### src/rtl/uart_access_arbiter_pkg.sv
// Shared types for the UART register-access arbiter: the UART register map,
// the arbiter FSM states and the default done-timeout.
package uart_pkg;

    // UART register addresses as seen on the shared access port.
    typedef enum logic [2:0] {
        UART_CTRL      = 3'd0,
        UART_STATUS    = 3'd1,
        UART_DIVIDER   = 3'd2,
        UART_TX_BUFFER = 3'd3,
        UART_RX_BUFFER = 3'd4
    } uart_registers_t;

    // Arbiter sequencing: pick a requester, strobe once, wait for done.
    typedef enum logic [1:0] {
        IDLE  = 2'd0,
        ISSUE = 2'd1,
        WAIT  = 2'd2
    } uart_arb_state_t;

    localparam int UART_ARB_DEFAULT_TIMEOUT = 15;
    localparam int UART_DATA_W              = 32;

endpackage

### src/rtl/uart_access_arbiter_if.sv
// UART-side register access bus. The arbiter drives the strobes, address and
// write data (master); the UART returns done/error and read data (slave).
interface uart_access_arbiter_if;
    import uart_pkg::*;

    logic                   uart_write_o;
    logic                   uart_read_o;
    uart_registers_t        uart_address_o;
    logic [UART_DATA_W-1:0] uart_write_data_o;
    logic                   uart_write_done_i;
    logic                   uart_write_error_i;
    logic                   uart_read_done_i;
    logic                   uart_read_error_i;
    logic [UART_DATA_W-1:0] uart_read_data_i;

    modport master (
        output uart_write_o,
        output uart_read_o,
        output uart_address_o,
        output uart_write_data_o,
        input  uart_write_done_i,
        input  uart_write_error_i,
        input  uart_read_done_i,
        input  uart_read_error_i,
        input  uart_read_data_i
    );

    modport slave (
        input  uart_write_o,
        input  uart_read_o,
        input  uart_address_o,
        input  uart_write_data_o,
        output uart_write_done_i,
        output uart_write_error_i,
        output uart_read_done_i,
        output uart_read_error_i,
        output uart_read_data_i
    );

endinterface

### src/rtl/uart_access_arbiter_rr_picker.sv
// Combinational round-robin picker: returns the first eligible index found
// when searching upward from rr_last+1, wrapping at N.
module uart_rr_picker #(
    parameter int N  = 4,
    parameter int IW = (N > 1) ? $clog2(N) : 1
) (
    input  logic [N-1:0]  eligible,
    input  logic [IW-1:0] rr_last,
    output logic          valid,
    output logic [IW-1:0] index
);

    // cand_idx[k] is the requester checked at search position k (k=0 first).
    logic [N-1:0][IW-1:0] cand_idx;
    logic [N-1:0]         cand_hit;

    for (genvar gi = 0; gi < N; gi++) begin : g_cand
        localparam int OFS = gi + 1;
        logic [31:0] sum;

        // Explicit compare for the wrap so non-power-of-2 N works.
        assign sum          = 32'(rr_last) + OFS;
        assign cand_idx[gi] = (sum >= 32'(N)) ? IW'(sum - 32'(N)) : IW'(sum);
        assign cand_hit[gi] = eligible[cand_idx[gi]];
    end

    assign valid = |cand_hit;

    // Lowest search position wins; scan from the far end so it overrides.
    always_comb begin
        index = '0;
        for (int i = N - 1; i >= 0; i--) begin
            if (cand_hit[i]) begin
                index = cand_idx[i];
            end
        end
    end

endmodule

### src/rtl/uart_access_arbiter.sv
// Round-robin arbiter sharing one UART register-access port between several
// bus masters. One transaction at a time: grant, one-cycle strobe, wait for
// the matching done (or a timeout), then a one-cycle done_o to the owner.
module uart_access_arbiter
    import uart_pkg::*;
#(
    parameter int NUM_REQUESTERS = 4,
    parameter int TIMEOUT_CYCLES = UART_ARB_DEFAULT_TIMEOUT
) (
    input  logic                                      clk_i,
    input  logic                                      rst_i,
    input  logic [NUM_REQUESTERS-1:0]                 req_i,
    input  logic [NUM_REQUESTERS-1:0]                 we_i,
    input  uart_registers_t [NUM_REQUESTERS-1:0]      addr_i,
    input  logic [NUM_REQUESTERS-1:0][UART_DATA_W-1:0] wdata_i,
    output logic [NUM_REQUESTERS-1:0]                 done_o,
    output logic [NUM_REQUESTERS-1:0]                 error_o,
    output logic [NUM_REQUESTERS-1:0][UART_DATA_W-1:0] rdata_o,
    uart_access_arbiter_if.master                     uart
);

    localparam int IDX_W   = $clog2(NUM_REQUESTERS);
    localparam int TIMER_W = (TIMEOUT_CYCLES > 1) ? $clog2(TIMEOUT_CYCLES) : 1;

    uart_arb_state_t        state_reg,   state_next;
    logic [IDX_W-1:0]       gnt_idx_reg, gnt_idx_next;
    logic [IDX_W-1:0]       rr_last_reg, rr_last_next;
    logic [TIMER_W-1:0]     timer_reg,   timer_next;
    logic                   we_reg,      we_next;
    uart_registers_t        addr_reg,    addr_next;
    logic [UART_DATA_W-1:0] wdata_reg,   wdata_next;

    logic [NUM_REQUESTERS-1:0]                  done_reg,  done_next;
    logic [NUM_REQUESTERS-1:0]                  error_reg, error_next;
    logic [NUM_REQUESTERS-1:0][UART_DATA_W-1:0] rdata_reg, rdata_next;

    logic [NUM_REQUESTERS-1:0] eligible;
    logic                      pick_valid;
    logic [IDX_W-1:0]          pick_index;

    logic                   uart_done;
    logic                   uart_err;
    logic                   finish;
    logic                   finish_err;
    logic [UART_DATA_W-1:0] finish_data;

    // A requester whose done_o is high this cycle is still holding req from
    // the finished transaction, so it must not be re-granted yet.
    assign eligible = req_i & ~done_reg;

    uart_rr_picker #(
        .N  (NUM_REQUESTERS),
        .IW (IDX_W)
    ) u_picker (
        .eligible (eligible),
        .rr_last  (rr_last_reg),
        .valid    (pick_valid),
        .index    (pick_index)
    );

    // Only the done/error of the access type we issued counts.
    assign uart_done = we_reg ? uart.uart_write_done_i  : uart.uart_read_done_i;
    assign uart_err  = we_reg ? uart.uart_write_error_i : uart.uart_read_error_i;

    // Strobe lives only in ISSUE so a RX-buffer read pops exactly once.
    assign uart.uart_write_o      = (state_reg == ISSUE) &&  we_reg;
    assign uart.uart_read_o       = (state_reg == ISSUE) && !we_reg;
    assign uart.uart_address_o    = addr_reg;
    assign uart.uart_write_data_o = wdata_reg;

    assign done_o  = done_reg;
    assign error_o = error_reg;
    assign rdata_o = rdata_reg;

    // Next-state logic: arbitration, strobe sequencing and timeout.
    always_comb begin
        state_next   = state_reg;
        gnt_idx_next = gnt_idx_reg;
        rr_last_next = rr_last_reg;
        timer_next   = timer_reg;
        we_next      = we_reg;
        addr_next    = addr_reg;
        wdata_next   = wdata_reg;
        finish       = 1'b0;
        finish_err   = 1'b0;
        finish_data  = '0;

        case (state_reg)
            IDLE: begin
                if (pick_valid) begin
                    gnt_idx_next = pick_index;
                    rr_last_next = pick_index;
                    we_next      = we_i[pick_index];
                    addr_next    = addr_i[pick_index];
                    wdata_next   = wdata_i[pick_index];
                    state_next   = ISSUE;
                end
            end
            ISSUE: begin
                if (uart_done) begin
                    finish      = 1'b1;
                    finish_err  = uart_err;
                    finish_data = uart.uart_read_data_i;
                    state_next  = IDLE;
                end else begin
                    timer_next = '0;
                    state_next = WAIT;
                end
            end
            WAIT: begin
                if (uart_done) begin
                    finish      = 1'b1;
                    finish_err  = uart_err;
                    finish_data = uart.uart_read_data_i;
                    state_next  = IDLE;
                end else if (timer_reg == TIMER_W'(TIMEOUT_CYCLES - 1)) begin
                    finish      = 1'b1;
                    finish_err  = 1'b1;
                    finish_data = '0;
                    state_next  = IDLE;
                end else begin
                    timer_next = timer_reg + TIMER_W'(1);
                end
            end
            default: state_next = IDLE;
        endcase
    end

    // Response: one-cycle done/error to the owner; read data sticks per requester.
    always_comb begin
        done_next  = '0;
        error_next = '0;
        rdata_next = rdata_reg;
        if (finish) begin
            done_next[gnt_idx_reg]  = 1'b1;
            error_next[gnt_idx_reg] = finish_err;
            if (!we_reg) begin
                rdata_next[gnt_idx_reg] = finish_data;
            end
        end
    end

    // State and response registers; reset drops any transaction in flight.
    always_ff @(posedge clk_i) begin
        if (rst_i) begin
            state_reg   <= IDLE;
            gnt_idx_reg <= '0;
            rr_last_reg <= IDX_W'(NUM_REQUESTERS - 1);
            timer_reg   <= '0;
            we_reg      <= 1'b0;
            addr_reg    <= UART_CTRL;
            wdata_reg   <= '0;
            done_reg    <= '0;
            error_reg   <= '0;
            rdata_reg   <= '0;
        end else begin
            state_reg   <= state_next;
            gnt_idx_reg <= gnt_idx_next;
            rr_last_reg <= rr_last_next;
            timer_reg   <= timer_next;
            we_reg      <= we_next;
            addr_reg    <= addr_next;
            wdata_reg   <= wdata_next;
            done_reg    <= done_next;
            error_reg   <= error_next;
            rdata_reg   <= rdata_next;
        end
    end

endmodule

### src/flat_wrapper.sv
// flat-port wrapper written by rule: the top's interface ports become plain ports
module uart_access_arbiter_flat import uart_pkg::*;
#(
    parameter int NUM_REQUESTERS = 4,
    parameter int TIMEOUT_CYCLES = UART_ARB_DEFAULT_TIMEOUT
)
  (clk_i, rst_i, req_i, we_i, addr_i, wdata_i, done_o, error_o, rdata_o, uart_uart_write_o, uart_uart_read_o, uart_uart_address_o, uart_uart_write_data_o, uart_uart_write_done_i, uart_uart_write_error_i, uart_uart_read_done_i, uart_uart_read_error_i, uart_uart_read_data_i);
  uart_access_arbiter_if uart_i ();
  input  logic clk_i;
  input  logic rst_i;
  input  logic [NUM_REQUESTERS-1:0] req_i;
  input  logic [NUM_REQUESTERS-1:0] we_i;
  input  uart_registers_t [NUM_REQUESTERS-1:0] addr_i;
  input  logic [NUM_REQUESTERS-1:0][UART_DATA_W-1:0] wdata_i;
  output logic [NUM_REQUESTERS-1:0] done_o;
  output logic [NUM_REQUESTERS-1:0] error_o;
  output logic [NUM_REQUESTERS-1:0][UART_DATA_W-1:0] rdata_o;
  output wire logic [$bits(uart_i.uart_write_o)-1:0] uart_uart_write_o;
  output wire logic [$bits(uart_i.uart_read_o)-1:0] uart_uart_read_o;
  output wire logic [$bits(uart_i.uart_address_o)-1:0] uart_uart_address_o;
  output wire logic [$bits(uart_i.uart_write_data_o)-1:0] uart_uart_write_data_o;
  input wire logic [$bits(uart_i.uart_write_done_i)-1:0] uart_uart_write_done_i;
  input wire logic [$bits(uart_i.uart_write_error_i)-1:0] uart_uart_write_error_i;
  input wire logic [$bits(uart_i.uart_read_done_i)-1:0] uart_uart_read_done_i;
  input wire logic [$bits(uart_i.uart_read_error_i)-1:0] uart_uart_read_error_i;
  input wire logic [$bits(uart_i.uart_read_data_i)-1:0] uart_uart_read_data_i;
  assign uart_uart_write_o = uart_i.uart_write_o;
  assign uart_uart_read_o = uart_i.uart_read_o;
  assign uart_uart_address_o = uart_i.uart_address_o;
  assign uart_uart_write_data_o = uart_i.uart_write_data_o;
  assign uart_i.uart_write_done_i = uart_uart_write_done_i;
  assign uart_i.uart_write_error_i = uart_uart_write_error_i;
  assign uart_i.uart_read_done_i = uart_uart_read_done_i;
  assign uart_i.uart_read_error_i = uart_uart_read_error_i;
  assign uart_i.uart_read_data_i = uart_uart_read_data_i;
  uart_access_arbiter #(.NUM_REQUESTERS(NUM_REQUESTERS), .TIMEOUT_CYCLES(TIMEOUT_CYCLES)) u_core (.clk_i(clk_i), .rst_i(rst_i), .req_i(req_i), .we_i(we_i), .addr_i(addr_i), .wdata_i(wdata_i), .done_o(done_o), .error_o(error_o), .rdata_o(rdata_o), .uart(uart_i));
endmodule
### config.mk
export PLATFORM = sky130hd
export DESIGN_NAME = uart_access_arbiter_flat
export DESIGN_NICKNAME = d
export VERILOG_FILES = /design/src/rtl/uart_access_arbiter_pkg.sv /design/src/rtl/uart_access_arbiter_if.sv /design/src/rtl/uart_access_arbiter_rr_picker.sv /design/src/rtl/uart_access_arbiter.sv /design/src/flat_wrapper.sv
export SDC_FILE = /design/constraint.sdc
export NUM_CORES = 1
export LEC_CHECK = 0
export ABC_AREA = 1
export CAP_MARGIN = 20
export CORE_UTILIZATION = 35
export CTS_CLUSTER_SIZE = 12
export DETAILED_ROUTE_END_ITERATION = 7
export GPL_TIMING_DRIVEN = 0
export PLACE_DENSITY = 0.67
export SLEW_MARGIN = 40
export SYNTH_ARGS = -nofsm -noshare
export SYNTH_HDL_FRONTEND = slang
export SYNTH_SLANG_ARGS = --single-unit
### constraint.sdc
create_clock -name clk_i -period 3.03 [get_ports clk_i]
set_clock_uncertainty 0.15 [all_clocks]
set_input_delay 0.4545 -clock clk_i [delete_from_list [all_inputs] [get_ports clk_i]]
set_output_delay 0.4545 -clock clk_i [all_outputs]
set_load 0.03 [all_outputs]
## Word level (Yosys, flattened, before mapping)

Cells that the tools add are included.

- Bits in registers: 182
- Bits in latches: 0
- Memory bits (writable): 0
- Memory bits (read-only): 0
- Output and inout bits: 173
- Word-level logic and storage cells: 106
- Memories kept: 0

- Add/sub/neg operators: 9
- Multipliers: 0
- Divide/modulo/power cells: 0
- $lt $le $gt $ge: 11
- Equality and inequality tests: 8
- Shift operators: 0
- Multiplexer cells: 47
- Bitwise operators: 5
- Reductions and logical operators: 13

Operators by type and width:

| kind | number |
|---|---|
| $bwmux W128 | 1 |
| $mux W32 | 4 |
| $bmux W32 S2 | 1 |
| $demux W32 S2 | 1 |
| $mux W2 | 12 |
| $lt A2 B3 Y1 const B | 6 |
| $mux W1 | 13 |
| $mux W4 | 3 |
| $bmux W1 S2 | 5 |
| $ge A3 B3 Y1 const B | 3 |
| $and A4 B4 Y4 | 2 |
| $pmux W4 S2 | 1 |
| $sub A2 B1 Y2 const B | 4 |
| $add A2 B2 Y3 const B | 2 |
| $bmux W3 S2 | 1 |
| $ne A2 B2 Y1 const B | 3 |
| $pmux W2 S3 | 1 |
| $reduce_and A2 Y1 | 3 |
| $add A2 B3 Y4 const B | 1 |
| $add A4 B1 Y4 const B | 1 |
| $eq A4 B4 Y1 const B | 1 |
| $ge A4 B3 Y1 const B | 1 |
| $not A4 Y4 | 1 |
| $pmux W1 S2 | 2 |
| 16 further kinds | 20 |

## Depth between registers and ports, before layout

Gate-level depths: netlist (run 1).

- Depth in word-level cells: 11
- Mapped depth: 16
- Mapped depth without buffers: 14

## Cells and area by module

A second synthesis (run 1) with hierarchy kept.

- Cell total of the unflattened synthesis: 1,472
- Area total of the unflattened synthesis: 9,047.4 um2

Modules (own cells, without submodules):

| module | instances | cells an instance | area each (um2) | sequential area each (um2) |
|---|---|---|---|---|
| uart_access_arbiter | 1 | 1,423 | 8,821.0 | 3,643.5 |
| uart_rr_picker | 1 | 49 | 226.5 | 0.0 |

## Worst setup path before layout (run 1)

OpenSTA, ideal clock, no wires.

- Path type: register -> register
- Start point: reg u_core.state_reg[0]
- End point: reg u_core.rdata_reg (netlist bit u_core.rdata_o[68])
- Library setup time: 119 ps
- Arrival: 1,690 ps
- Required time: 2,761 ps
- Path slack: 1,071 ps
- Cell stages (with the launch flop): 11
- Buffers on the path: 1
- Cells stage by stage: dfxtp_1 inv_1 ha_1 inv_1 nor2_1 nand2_4 nor2_4 nand3_4 buf_6 o21ai_0 a21oi_1

- Cells in the longest elaborated chain, start to end: 4
- Elaborated cells on any way between the ends: 7
- Those cells by class: eq/ne (2); mux (3); reduce/logical (2)

Ends and longest elaborated chain:

| item | line | RTL |
|---|---|---|
| start: declaration | uart_access_arbiter.sv:25 | `uart_arb_state_t state_reg, state_next;` |
| start signal: assignment | uart_access_arbiter.sv:157 | `state_reg <= state_next;` |
| $eq A2 B2 Y1 / $eq A2 B1 Y1 (equally long branches) | uart_access_arbiter.sv:88 | `case (state_reg)` |
| $reduce_or A2 Y1 (no line) | -- |  |
| $mux W32 | -- |  |
| $bwmux W128 | uart_access_arbiter.sv:138 | `rdata_next[gnt_idx_reg] = finish_data;` |
| end signal: assignment | uart_access_arbiter.sv:166 | `rdata_reg <= rdata_next;` |
| end: declaration | uart_access_arbiter.sv:35 | `logic [NUM_REQUESTERS-1:0][UART_DATA_W-1:0] rdata_reg, rdata_next;` |

Parallel ways exist; a longest one is shown, timed or not.
A chain may end at the register's enable or synchronous reset.

## Worst setup path in the final report (run 1)

- Start point: reg u_core.state_reg[1]
- End point: out uart_uart_read_o

- Cells in the longest elaborated chain, start to end: 2

Ends and longest elaborated chain:

| item | line | RTL |
|---|---|---|
| $eq A2 B1 Y1 | uart_access_arbiter.sv:67 | `assign uart.uart_read_o = (state_reg == ISSUE) && !we_reg;` |
| $logic_and A1 B1 Y1 | uart_access_arbiter.sv:67 |  |
| end: declaration | flat_wrapper.sv:19 | `output wire logic [$bits(uart_i.uart_read_o)-1:0] uart_uart_read_o;` |

No other way between the ends.

==> results of run 1 <==
==> power by group <==
group | switching, mW | total, mW | internal [mW]
registers | 0.224 | 2.97 | 2.75
clock network | 1.14 | 2.28 | 1.13
logic | 4.09 | 6.39 | 2.31
total | 5.45 | 11.6 | 6.19
==> critical path: cells and delay by family, from the launching register on <==
family | cells | cell delay [ns]
flip-flops | 1 | 0.32
AND/OR/NAND/NOR | 1 | 0.14
buffers and inverters | 3 | 0.86
adder cells (fa/ha/maj) | 1 | 0.25
==> metal layers <==
metal,up-vias,part of all wire
met5,-,0
met3,53,0.083
met1,4347,0.39
met4,0,0.026
li1,4913,-
met2,379,0.50
==> worst max path at each step <==
stage	to	startpoint	cells past startpoint	slack, ns
2_1_floorplan	u_core.rdata_o[68]$_SDFFE_PP0P_	u_core.state_reg[0]$_SDFFE_PP0P_	10	1.07
3_3_place_gp	u_core.uart.uart_write_data_o[27]$_SDFFE_PP0P_	req_i[0]	11	0.32
3_5_place_dp	u_core.uart.uart_write_data_o[27]$_SDFFE_PP0P_	req_i[3]	11	0.31
4_1_cts	uart_uart_read_o	u_core.state_reg[1]$_SDFFE_PP0P_	5	0.37
5_1_grt	uart_uart_read_o	u_core.state_reg[1]$_SDFFE_PP0P_	5	0.33
6_report	uart_uart_read_o	u_core.state_reg[1]$_SDFFE_PP0P_	5	0.41
==> kinds of logic after synthesis <==
kind of cell	count (synthesis)	synth area share
AOI/OAI and AO/OA	270	0.152
buffers and inverters	415	0.190
adders and majority gates	5	0.00692
xor gates and xnor gates	4	0.00388
DFF	182	0.403
and+or+nand+nor	468	0.244
==> layout by cell type (no fill, tap or decap), types with 3 or more instances in the layout <==
cell	instances
ha_1	5
buf_4	10
clkinv_8	7
nor4_1	3
o21ai_1	72
nand3_1	158
clkbuf_1	22
clkbuf_16	17
diode_2	3
nand2_2	3
inv_1	325
inv_2	4
inv_8	3
clkdlybuf4s50_1	357
buf_6	9
dfxtp_1	182
nor3_1	6
nand3_4	4
o21ai_0	58
xor2_1	3
nand2_1	140
buf_2	40
a21oi_1	134
nor2_1	110
clkbuf_2	4
nand3b_1	36
==> cell type report <==
class	instances	area (sq um)	area share
antenna	3	7.51	0.000550
buffer	86	483	0.0354
clock buffer	17	425	0.0311
clock inverter	15	199	0.0146
inverter	329	1230	0.0904
multi-input combinational	747	3680	0.269
sequential	182	3640	0.267
tap	330	413	0.0302
timing repair buffer	357	3570	0.262
==> per-stage QoR <==
step | util | total power, mW | hold WS [ns]
floorplan | - | 7.25 | 0.308
global placement | 0.516 | 9.32 | 0.282
detailed placement | 0.516 | 9.39 | 0.286
CTS | 0.541 | 11.7 | 0.297
global route | 0.541 | 12.5 | 0.312
finish | 0.541 | 11.6 | 0.295
==> metrics.md, run 1 <==
| Metric | Value |
|---|---|
| Final Non-Filler Cells | `2066` |
| Area delta synth->final | `51.1%` |
| Post-synth EDFFs | `0` |
| Synth warn | `0` |
| Unrepaired setup endpoints after global routing | `no` |
| Cts repair resizes | `0` |
| Total negative setup slack | `0 ns` |
| Initial DRC Count | `528` |
| Filler cells | `2481` |
| Dpl hpwl | `26.2 mm` |
| Core ar. | `25300 sq um` |
| Critical Path Source Type | `register` |
| Mapped cell area | `9040 sq um` |
| Final hold violation count | `0` |
| CTS Hold Bufs | `0` |
| Crit path cell chain | `inv_1, ha_1, inv_1, nor2_1, clkdlybuf4s50_1` |
| Global-route wire length before repair | `50.1 mm` |
| Area leader, netlist | `dfxtp_1` |
| Min-delay src | `u_core.rdata_o[34]$_SDFFE_PP0P_` |
| Clock sink total | `182` |
| Placed Cells | `2031` |
| Max cap viols | `0` |
| WHS Endpoint | `u_core.rdata_o[34]$_SDFFE_PP0P_` |
| Clk pin slew, worst setup/hold paths | `0.07 ns` |
| Cell area after layout | `13700 sq um` |
| Total wire length | `32.6 mm` |
| Leakage Power | `5.96 nW` |
| Vias per cell | `4.69` |
| Slew @ Worst Pin | `0.611 ns` |
| Row count | `58` |
| Die height | `163 microns` |
| Wire length per cell | `15.8 microns` |
| Worst relative slew slack | `0.592` |
| Vias in the first global route | `9396` |
| Final setup violation count | `0` |
| Post-CTS setup buffer count | `0` |
| M3 GR Usage | `0.0642` |
| I/O Pins | `359` |
| Max reg flops | `128` |
| Syn nets | `1535` |
| Critical path arrival | `2.01 ns` |
| CP Max Fanout | `5` |
| TritonCTS clock tree | `done` |
| Crit Path Category | `register to primary output` |
| Starting Density | `0.358` |
| Final ANT Viol Nets | `0` |
| Asr flop ratio synth | `0` |
| Critical path's slowest cell | `clkdlybuf4s50_1` |
| Die area | `26500 sq um` |
| Die Width | `163 microns` |
| Final min period | `2.62 ns` |
| Synth area leaders | `dfxtp_1 40%, inv_1 13%, nand3_1 8.7%` |
| CTS H-tree depth | `4` |
| DP Area | `13000 sq um` |
| IO buf count | `357` |
| Crit path capture type | `primary output` |
| GRT Resource Usage Total | `0.247` |
| DRC errors left | `0` |
| Dominant synthesized flop cell | `dfxtp_1` |
| TritonRoute pass-1 iters | `5` |
| TritonCTS Buffers | `17` |
| Slack of the critical path | `0.413 ns` |
| Initial antenna violation count | `2` |
| Pin count of the biggest net entering global routing | `22` |
| P per Cell Area | `852 nW/um^2` |
| Maximum clock rate | `382 MHz` |
| CTS Root Cell | `clkbuf_16` |
| Global-route met1 utilization | `0.275` |
| Yosys reg bits | `182` |
| Most frequent cell after synthesis | `inv_1` |
| Final period util | `0.864` |
| Worst reg2reg path startpoint | `u_core.state_reg[0]$_SDFFE_PP0P_` |
| Status | `complete, no violations` |
| Worst EP required | `2.43 ns` |
| Cells after Synth | `1344` |
| Busiest grt layer | `met2` |
| Most frequent cells after synthesis | `325 x inv_1, 182 x dfxtp_1, 158 x nand3_1` |
| Slew Limit Fails | `0` |
| FF-to-FF End | `u_core.rdata_o[56]$_SDFFE_PP0P_` |
| Unique masters post-synth | `33` |
| Sequential fraction of the synthesis area | `0.403` |
| Hold WC Path Type | `register to register` |
| Met2 usage in global routing | `0.440` |
| Layout cells sized above 1 | `0.0646` |
| Aggregate global routing overflow | `0` |
| Skew-Pair Late Insertion Delay | `0.43 ns` |
| Nets | `1911` |
| Yosys top cell area share | `0.403` |
| Clk buf depth | `2` |
| Syn Area/Cell | `6.73 sq um` |
| Maximum VDD drop | `423 uV` |
| Hold path cells | `2` |
| Worst path most repeated cell | `inv_1` |
| RD Place Congestion | `0.900` |
| Reg2reg setup slack | `0.77 ns` |
| Vias | `9692` |
| Largest stage delay on the critical path | `0.69 ns` |
| Cells on worst reg2reg path | `10` |
| Pre-CTS setup slack | `0.311 ns` |
Power figures use the tool's default switching activity.
==> inputs of run 2 (changes only) <==
--- a/config.mk
+++ b/config.mk
@@ -5,13 +5,12 @@
 export SDC_FILE = /design/constraint.sdc
 export NUM_CORES = 1
 export LEC_CHECK = 0
-export ABC_AREA = 1
 export CAP_MARGIN = 20
 export CORE_UTILIZATION = 35
+export CTS_CLUSTER_DIAMETER = 60
 export CTS_CLUSTER_SIZE = 12
 export DETAILED_ROUTE_END_ITERATION = 7
-export GPL_TIMING_DRIVEN = 0
-export PLACE_DENSITY = 0.67
+export PLACE_DENSITY = 0.69
 export SLEW_MARGIN = 40
 export SYNTH_ARGS = -nofsm -noshare
 export SYNTH_HDL_FRONTEND = slang
==> metrics.md, run 2 <==
| Metric | Value |
|---|---|
| Total wire length | `28.3 mm (-13%)` |
| Unique masters post-synth | `40 (+21%)` |
| IO buf count | `358 (+0.28%)` |
| Die Width | `155 microns (-4.8%)` |
| Cells after Synth | `854 (-36%)` |
| Yosys reg bits | `182 (unchanged)` |
| Synth area leaders | `dfxtp_1 45%, mux2i_1 16%, a221oi_1 7.7%` |
| Pre-CTS setup slack | `0.113 ns (-0.198 ns)` |
| Die height | `155 microns (-4.8%)` |
| Met2 usage in global routing | `0.390 (-0.0502)` |
| Core ar. | `22800 sq um (-9.8%)` |
| Critical Path Source Type | `register` |
| Nets | `1371 (-28%)` |
| RD Place Congestion | `0.871 (-3.2%)` |
| Aggregate global routing overflow | `0 (unchanged)` |
| Clk pin slew, worst setup/hold paths | `0.07 ns (about the same)` |
| Slack of the critical path | `0.468 ns (+0.0542 ns)` |
| CTS Hold Bufs | `0 (unchanged)` |
| TritonCTS clock tree | `done` |
| P per Cell Area | `506 nW/um^2 (-41%)` |
| Final setup violation count | `0 (unchanged)` |
| Post-CTS setup buffer count | `0 (unchanged)` |
| Clock sink total | `182 (unchanged)` |
| Leakage Power | `4.45 nW (-25%)` |
| CTS H-tree depth | `4 (unchanged)` |
| Total negative setup slack | `0 ns (unchanged)` |
| Dpl hpwl | `19.5 mm (-25%)` |
| Maximum clock rate | `390 MHz (+2.1%)` |
| Syn Area/Cell | `9.59 sq um (+43%)` |
| Final min period | `2.56 ns (-0.0542 ns)` |
| Commonest non-fill, non-tap cell in the layout | `clkdlybuf4s50_1` |
| Most frequent cell after synthesis | `dfxtp_1` |
| M3 GR Usage | `0.0730 (+0.00881)` |
| Initial antenna violation count | `3 (+1)` |
| Status | `complete, no violations` |
| Row count | `55 (-5.2%)` |
| Area delta synth->final | `54.9%` |
| Crit Path Category | `register to primary output` |
| Cts repair resizes | `0 (unchanged)` |
| Synth warn | `0 (unchanged)` |
| Final Non-Filler Cells | `1508 (-27%)` |
| Max cap viols | `0 (unchanged)` |
| Worst relative slew slack | `0.516 (-0.0769)` |
| Mapped cell area | `8190 sq um (-9.4%)` |
| Unrepaired setup endpoints after global routing | `no` |
| Layout cells sized above 1 | `0.0579 (-0.00674)` |
| Clk buf depth | `2 (unchanged)` |
| Vias per cell | `5.08 (+8.3%)` |
| Vias | `7661 (-21%)` |
| Most frequent cells in the layout | `357 x clkdlybuf4s50_1, 182 x dfxtp_1, 143 x nor2_1, 130 x mux2i_1, 78 x nor2b_1` |
| Critical path arrival | `1.96 ns (-0.05 ns)` |
| Yosys top cell area share | `0.445 (+0.0420)` |
| DRC errors left | `0 (unchanged)` |
| CP Max Fanout | `4 (-1)` |
| Skew-Pair Late Insertion Delay | `0.42 ns (about the same)` |
| Busiest grt layer | `met2` |
| Most frequent cells after synthesis | `182 x dfxtp_1, 143 x nor2_1, 130 x mux2i_1` |
| Asr flop ratio synth | `0 (unchanged)` |
| Slew @ Worst Pin | `0.727 ns (+0.115 ns)` |
| Initial DRC Count | `331 (-37%)` |
| Hold WC Path Type | `input pin to register` |
| Starting Density | `0.359 (+0.00145)` |
| Crit path capture type | `primary output` |
| Slew Limit Fails | `0 (unchanged)` |
| Final hold violation count | `0 (unchanged)` |
| Final period util | `0.846 (-0.0179)` |
| I/O Pins | `359 (unchanged)` |
| TritonRoute pass-1 iters | `5 (unchanged)` |
| Die area | `24000 sq um (-9.3%)` |
| Global-route met1 utilization | `0.262 (-0.0131)` |
| Tot Pwr | `6.42 mW (-45%)` |
| Placed Cells | `1473 (-27%)` |
| Syn nets | `1045 (-32%)` |
| Max reg flops | `128 (unchanged)` |
| Global-route wire length before repair | `42.7 mm (-15%)` |
| Final ANT Viol Nets | `0 (unchanged)` |
| TritonCTS Buffers | `17 (unchanged)` |
| Maximum VDD drop | `313 uV (-26%)` |
| GRT Resource Usage Total | `0.230 (-0.0171)` |
| Post-synth EDFFs | `0 (unchanged)` |
| Vias in the first global route | `7564 (-19%)` |
| Wire length per cell | `18.7 microns (+19%)` |
| Worst EP required | `2.43 ns (about the same)` |
| Area leader, netlist | `dfxtp_1` |
| Dominant synthesized flop cell | `dfxtp_1` |
| Sequential fraction of the synthesis area | `0.445 (+0.0420)` |
| CTS Root Cell | `clkbuf_16` |
| Pin count of the biggest net entering global routing | `129 (+490%)` |
[run 2: cells by family after synthesis]
family                   Yosys count  share of synthesized area
AND/OR/NAND/NOR                  321                      0.197
buffers and inverters             80                     0.0524
XOR/XNOR                           2                    0.00214
flip-flops                       182                      0.445
adder cells (fa/ha/maj)            5                    0.00764
AO/OA/AOI/OAI                    133                      0.134
multiplexers                     131                      0.161
[run 2: final timing paths]
path / startpoint / endpoint / slack, ns / depth (start not counted)
worst max-delay path: u_core.state_reg[1]$_SDFFE_PP0P_ / uart_uart_read_o / 0.47 / 5
worst min-delay path: rst_i / u_core.gnt_idx_reg[1]$_SDFFE_PP0P_ / 0.18 / 2
worst max register to register: u_core.rr_last_reg[0]$_SDFFE_PP1P_ / u_core.uart.uart_write_data_o[20]$_SDFFE_PP0P_ / 0.74 / 6
worst min register to register: u_core.uart.uart_write_data_o[18]$_SDFFE_PP0P_ / u_core.uart.uart_write_data_o[18]$_SDFFE_PP0P_ / 0.30 / 2
[run 2: through the flow]
stage | util | hold slack [ns] | cell area (sq um)
after floorplan | - | 0.324 | 8190
after global placement | 0.530 | 0.285 | 12100
after detailed placement | 0.530 | 0.291 | 12100
after CTS | 0.556 | 0.152 | 12700
after global routing | 0.557 | 0.162 | 12700
final | 0.557 | 0.176 | 12700
[run 2: layout make-up]
type,count,area [sq um]
Clock buffer,17,425
Tap cell,313,392
Timing Repair Buffer,381,3910
Clock inverter,14,150
Inverter,6,22.5
Antenna cell,3,7.51
Sequential cell,182,3640
Fill cell,2070,10100
Multi-Input combinational cell,592,4130
[run 2: worst max-delay path, cell delays in order, from the launching register on]
cell             delay (ns)
dfxtp_1                0.33
inv_1                  0.08
ha_1                   0.26
inv_1                  0.09
nor2_1                 0.10
clkdlybuf4s50_1        0.69
[run 2: where the power goes]
part / switching [mW] / internal (mW) / total [mW]
Combinational: 0.903 / 0.738 / 1.64
Clock: 1.09 / 1.10 / 2.20
Sequential: 0.0756 / 2.51 / 2.58
Total: 2.07 / 4.35 / 6.42
[run 2: layer usage]
metal  share of wire  vias up
met5               0        -
met4           0.032        0
met3           0.080       44
met2            0.48      297
met1            0.40     3636
li1                -     3684
==> inputs of run 3 (changes only) <==
--- a/config.mk
+++ b/config.mk
@@ -10,7 +10,7 @@
 export CTS_CLUSTER_DIAMETER = 60
 export CTS_CLUSTER_SIZE = 12
 export DETAILED_ROUTE_END_ITERATION = 7
-export PLACE_DENSITY = 0.69
+export PLACE_DENSITY = 0.71
 export SLEW_MARGIN = 40
 export SYNTH_ARGS = -nofsm -noshare
 export SYNTH_HDL_FRONTEND = slang
==> constraint.sdc (replaced) <==
create_clock -name clk_i -period 2.11 [get_ports clk_i]
set_clock_uncertainty 0.15 [all_clocks]
set_input_delay 0.3165 -clock clk_i [delete_from_list [all_inputs] [get_ports clk_i]]
set_output_delay 0.3165 -clock clk_i [all_outputs]
set_load 0.03 [all_outputs]
==> metrics.md, run 3 (synthesis results as in run 2) <==
| Metric | Value |
|---|---|
| Status | `complete, no violations` |
| Final hold violation count | `0 (unchanged)` |
| Slew @ Worst Pin | `0.561 ns (-0.166 ns)` |
| TritonRoute pass-1 iters | `5 (unchanged)` |
| Sw power | `3.18 mW (+54%)` |
| Filler cells | `1946 (-6.0%)` |
| Max cap viols | `0 (unchanged)` |
| I/O Pins | `359 (unchanged)` |
| Met2 usage in global routing | `0.413 (+0.0230)` |
| CP Max Fanout | `16 (+12)` |
| Maximum VDD drop | `569 uV (+82%)` |
| Register area | `3650 sq um (+0.31%)` |
| Nets | `1418 (+3.4%)` |
| Commonest non-fill, non-tap cell in the layout | `clkdlybuf4s50_1` |
| Global-route met1 utilization | `0.267 (+0.00456)` |
| Wire length per cell | `19.3 microns (+3.1%)` |
| Clk pin slew, worst setup/hold paths | `0.09 ns (+0.02 ns)` |
| Critical path origin | `u_core.we_reg$_SDFFE_PP0P_` |
| Die area | `24000 sq um (unchanged)` |
| Clock sink total | `182 (unchanged)` |
| Cells on worst reg2reg path | `8 (+2)` |
| Busiest grt layer | `met2` |
| Initial DRC Count | `394 (+19%)` |
| Clock share of power | `0.344 (+0.002)` |
| Vias in the first global route | `7901 (+4.5%)` |
| GRT Resource Usage Total | `0.239 (+0.00886)` |
| Die height | `155 microns (unchanged)` |
| Unrepaired setup endpoints after global routing | `yes` |
| Final setup violation count | `0 (unchanged)` |
| DRC errors left | `0 (unchanged)` |
| Area of the multi-input gates | `4230 sq um (+2.4%)` |
| Area delta synth->final | `63.7%` |
| Final min period | `2.11 ns` |
| CTS H-tree depth | `4 (unchanged)` |
| Gate power share | `0.271 (+0.015)` |
| CP Capture Point | `u_core.rdata_o[25]$_SDFFE_PP0P_` |
| Worst relative slew slack | `0.624 (+0.109)` |
| M3 GR Usage | `0.0808 (+0.00780)` |
| Final ANT Viol Nets | `0 (unchanged)` |
| FF-to-FF End | `u_core.rdata_o[25]$_SDFFE_PP0P_` |
| TritonCTS Buffers | `17 (unchanged)` |
| Layout cells sized above 1 | `0.116 (+0.0582)` |
| Worst reg2reg path startpoint | `u_core.we_reg$_SDFFE_PP0P_` |
| Crit Path Category | `register to register` |
| Vias | `7963 (+3.9%)` |
| Core ar. | `22800 sq um (unchanged)` |
| Critical path arrival | `2.27 ns (+0.31 ns)` |
| Sequential share of power | `0.385 (-0.017)` |
| Crit path capture type | `register` |
| Starting Density | `0.359 (unchanged)` |
| Sw frac | `0.329 (+0.00677)` |
| RD Place Congestion | `0.821 (-5.8%)` |
| Final Non-Filler Cells | `1557 (+3.2%)` |
| Global-route wire length before repair | `44.5 mm (+4.2%)` |
| Die Width | `155 microns (unchanged)` |
| Vias per cell | `5.11 (+0.67%)` |
| Max reg flops | `128 (unchanged)` |
| Total negative setup slack | `0 ns (unchanged)` |
| Row count | `55 (unchanged)` |
| Aggregate global routing overflow | `0 (unchanged)` |
| Initial antenna violation count | `3 (unchanged)` |
| Slew Limit Fails | `0 (unchanged)` |
| Skew-Pair Late Insertion Delay | `0.42 ns (about the same)` |
| CTS Root Cell | `clkbuf_16` |
| Most frequent cells in the layout | `355 x clkdlybuf4s50_1, 177 x dfxtp_1, 142 x nor2_1, 127 x mux2i_1, 78 x nor2b_1` |
| Hold WS | `0.306 ns (+0.130 ns)` |
| TritonCTS clock tree | `done` |
| Critical Path Source Type | `register` |
| Hold WC Path Type | `register to register` |
| Pin count of the biggest net entering global routing | `113 (-12%)` |
| Maximum clock rate | `474 MHz` |
| IO buf count | `358 (unchanged)` |
| Final period util | `1.00` |
| Cell-internal power | `6.48 mW (+49%)` |
| P per Cell Area | `721 nW/um^2 (+42%)` |
| Leakage Power | `4.80 nW (+7.9%)` |
| Reg2reg setup slack | `0.0009 ns (-0.74 ns)` |
| Total wire length | `30.1 mm (+6.5%)` |
| Clk buf depth | `2 (unchanged)` |
| Placed Cells | `1501 (+1.9%)` |
| Worst EP required | `2.27 ns (-0.16 ns)` |
| Dpl hpwl | `19.8 mm (+1.3%)` |
[run 3: cell types whose count changed in the layout (fill, tap and decap cells not counted), moves of 4 or more]
cell and change:
buf_12 +4, ha_1 -4, buf_6 +7, buf_4 +31
a221oi_2 +7, a221oi_1 -7, clkbuf_16 +4, dfxtp_1 -5
[run 3: what timing repair did]
item,CTS,global route
pin swaps,5,9
setup buffers,5,5
resized for setup,10,30
cloned,4,7
setup endpoints to repair,41,130
hold buffers,1,0
hold endpoints to repair,1,0
[run 3: routing by layer]
metal | vias to the layer above | share of wire | routed length, microns
li1 | 3790 | - | -
met4 | 0 | 0.033 | 979
met3 | 55 | 0.092 | 2780
met1 | 3761 | 0.38 | 11600
met5 | - | 0 | 0
met2 | 357 | 0.49 | 14800
[run 3: area by class of cell]
| cell class | instances | share of cell area |
|---|---|---|
| multi-input combinational | 592 | 0.316 |
| inverter | 6 | 0.00187 |
| antenna | 4 | 0.000747 |
| clock buffer | 17 | 0.0317 |
| timing repair buffer | 428 | 0.334 |
| tap | 313 | 0.0292 |
| clock inverter | 15 | 0.0146 |
| sequential | 182 | 0.273 |
[run 3: how the worst min path moves through the flow]
stage,from,end,slack (ns),depth (start not counted)
2_1_floorplan,u_core.gnt_idx_reg[1]$_SDFFE_PP0P_,u_core.gnt_idx_reg[1]$_SDFFE_PP0P_,0.32,2
6_report,u_core.uart.uart_write_data_o[26]$_SDFFE_PP0P_,u_core.uart.uart_write_data_o[26]$_SDFFE_PP0P_,0.31,2
4_1_cts,u_core.uart.uart_write_data_o[26]$_SDFFE_PP0P_,u_core.uart.uart_write_data_o[26]$_SDFFE_PP0P_,0.31,2
3_3_place_gp,u_core.uart.uart_write_data_o[28]$_SDFFE_PP0P_,u_core.uart.uart_write_data_o[28]$_SDFFE_PP0P_,0.29,2
3_5_place_dp,u_core.uart.uart_write_data_o[26]$_SDFFE_PP0P_,u_core.uart.uart_write_data_o[26]$_SDFFE_PP0P_,0.29,2
5_1_grt,u_core.uart.uart_write_data_o[26]$_SDFFE_PP0P_,u_core.uart.uart_write_data_o[26]$_SDFFE_PP0P_,0.33,2
[run 3: through the flow]
step	worst slack (ns)	utilization	cell area (sq um)	total power, mW
after floorplan	0.0130	-	8190	5.09
after global placement	-0.330	0.541	12300	6.19
after detailed placement	-0.389	0.541	12300	6.22
after CTS	0.000391	0.577	13100	9.58
after global routing	-0.0643	0.588	13400	10.1
final	0.000934	0.589	13400	9.67
[run 3: worst max-delay path: stages, from the launching register on]
cell and delay (ns):
dfxtp_4 0.37, mux2_4 0.35, o21ai_4 0.30, buf_4 0.18, nor4_4 0.03, buf_4 0.18, buf_12 0.17, mux2i_1 0.18
nor2_1 0.06
[run 3: power groups by stage]
stage / Clock (mW) / Combinational, mW / Sequential, mW
after floorplan: 0 / 1.04 / 4.05
after global placement: 0 / 2.40 / 3.79
after detailed placement: 0 / 2.43 / 3.79
after CTS: 3.40 / 2.47 / 3.72
after global routing: 3.53 / 2.79 / 3.74
final: 3.33 / 2.62 / 3.72
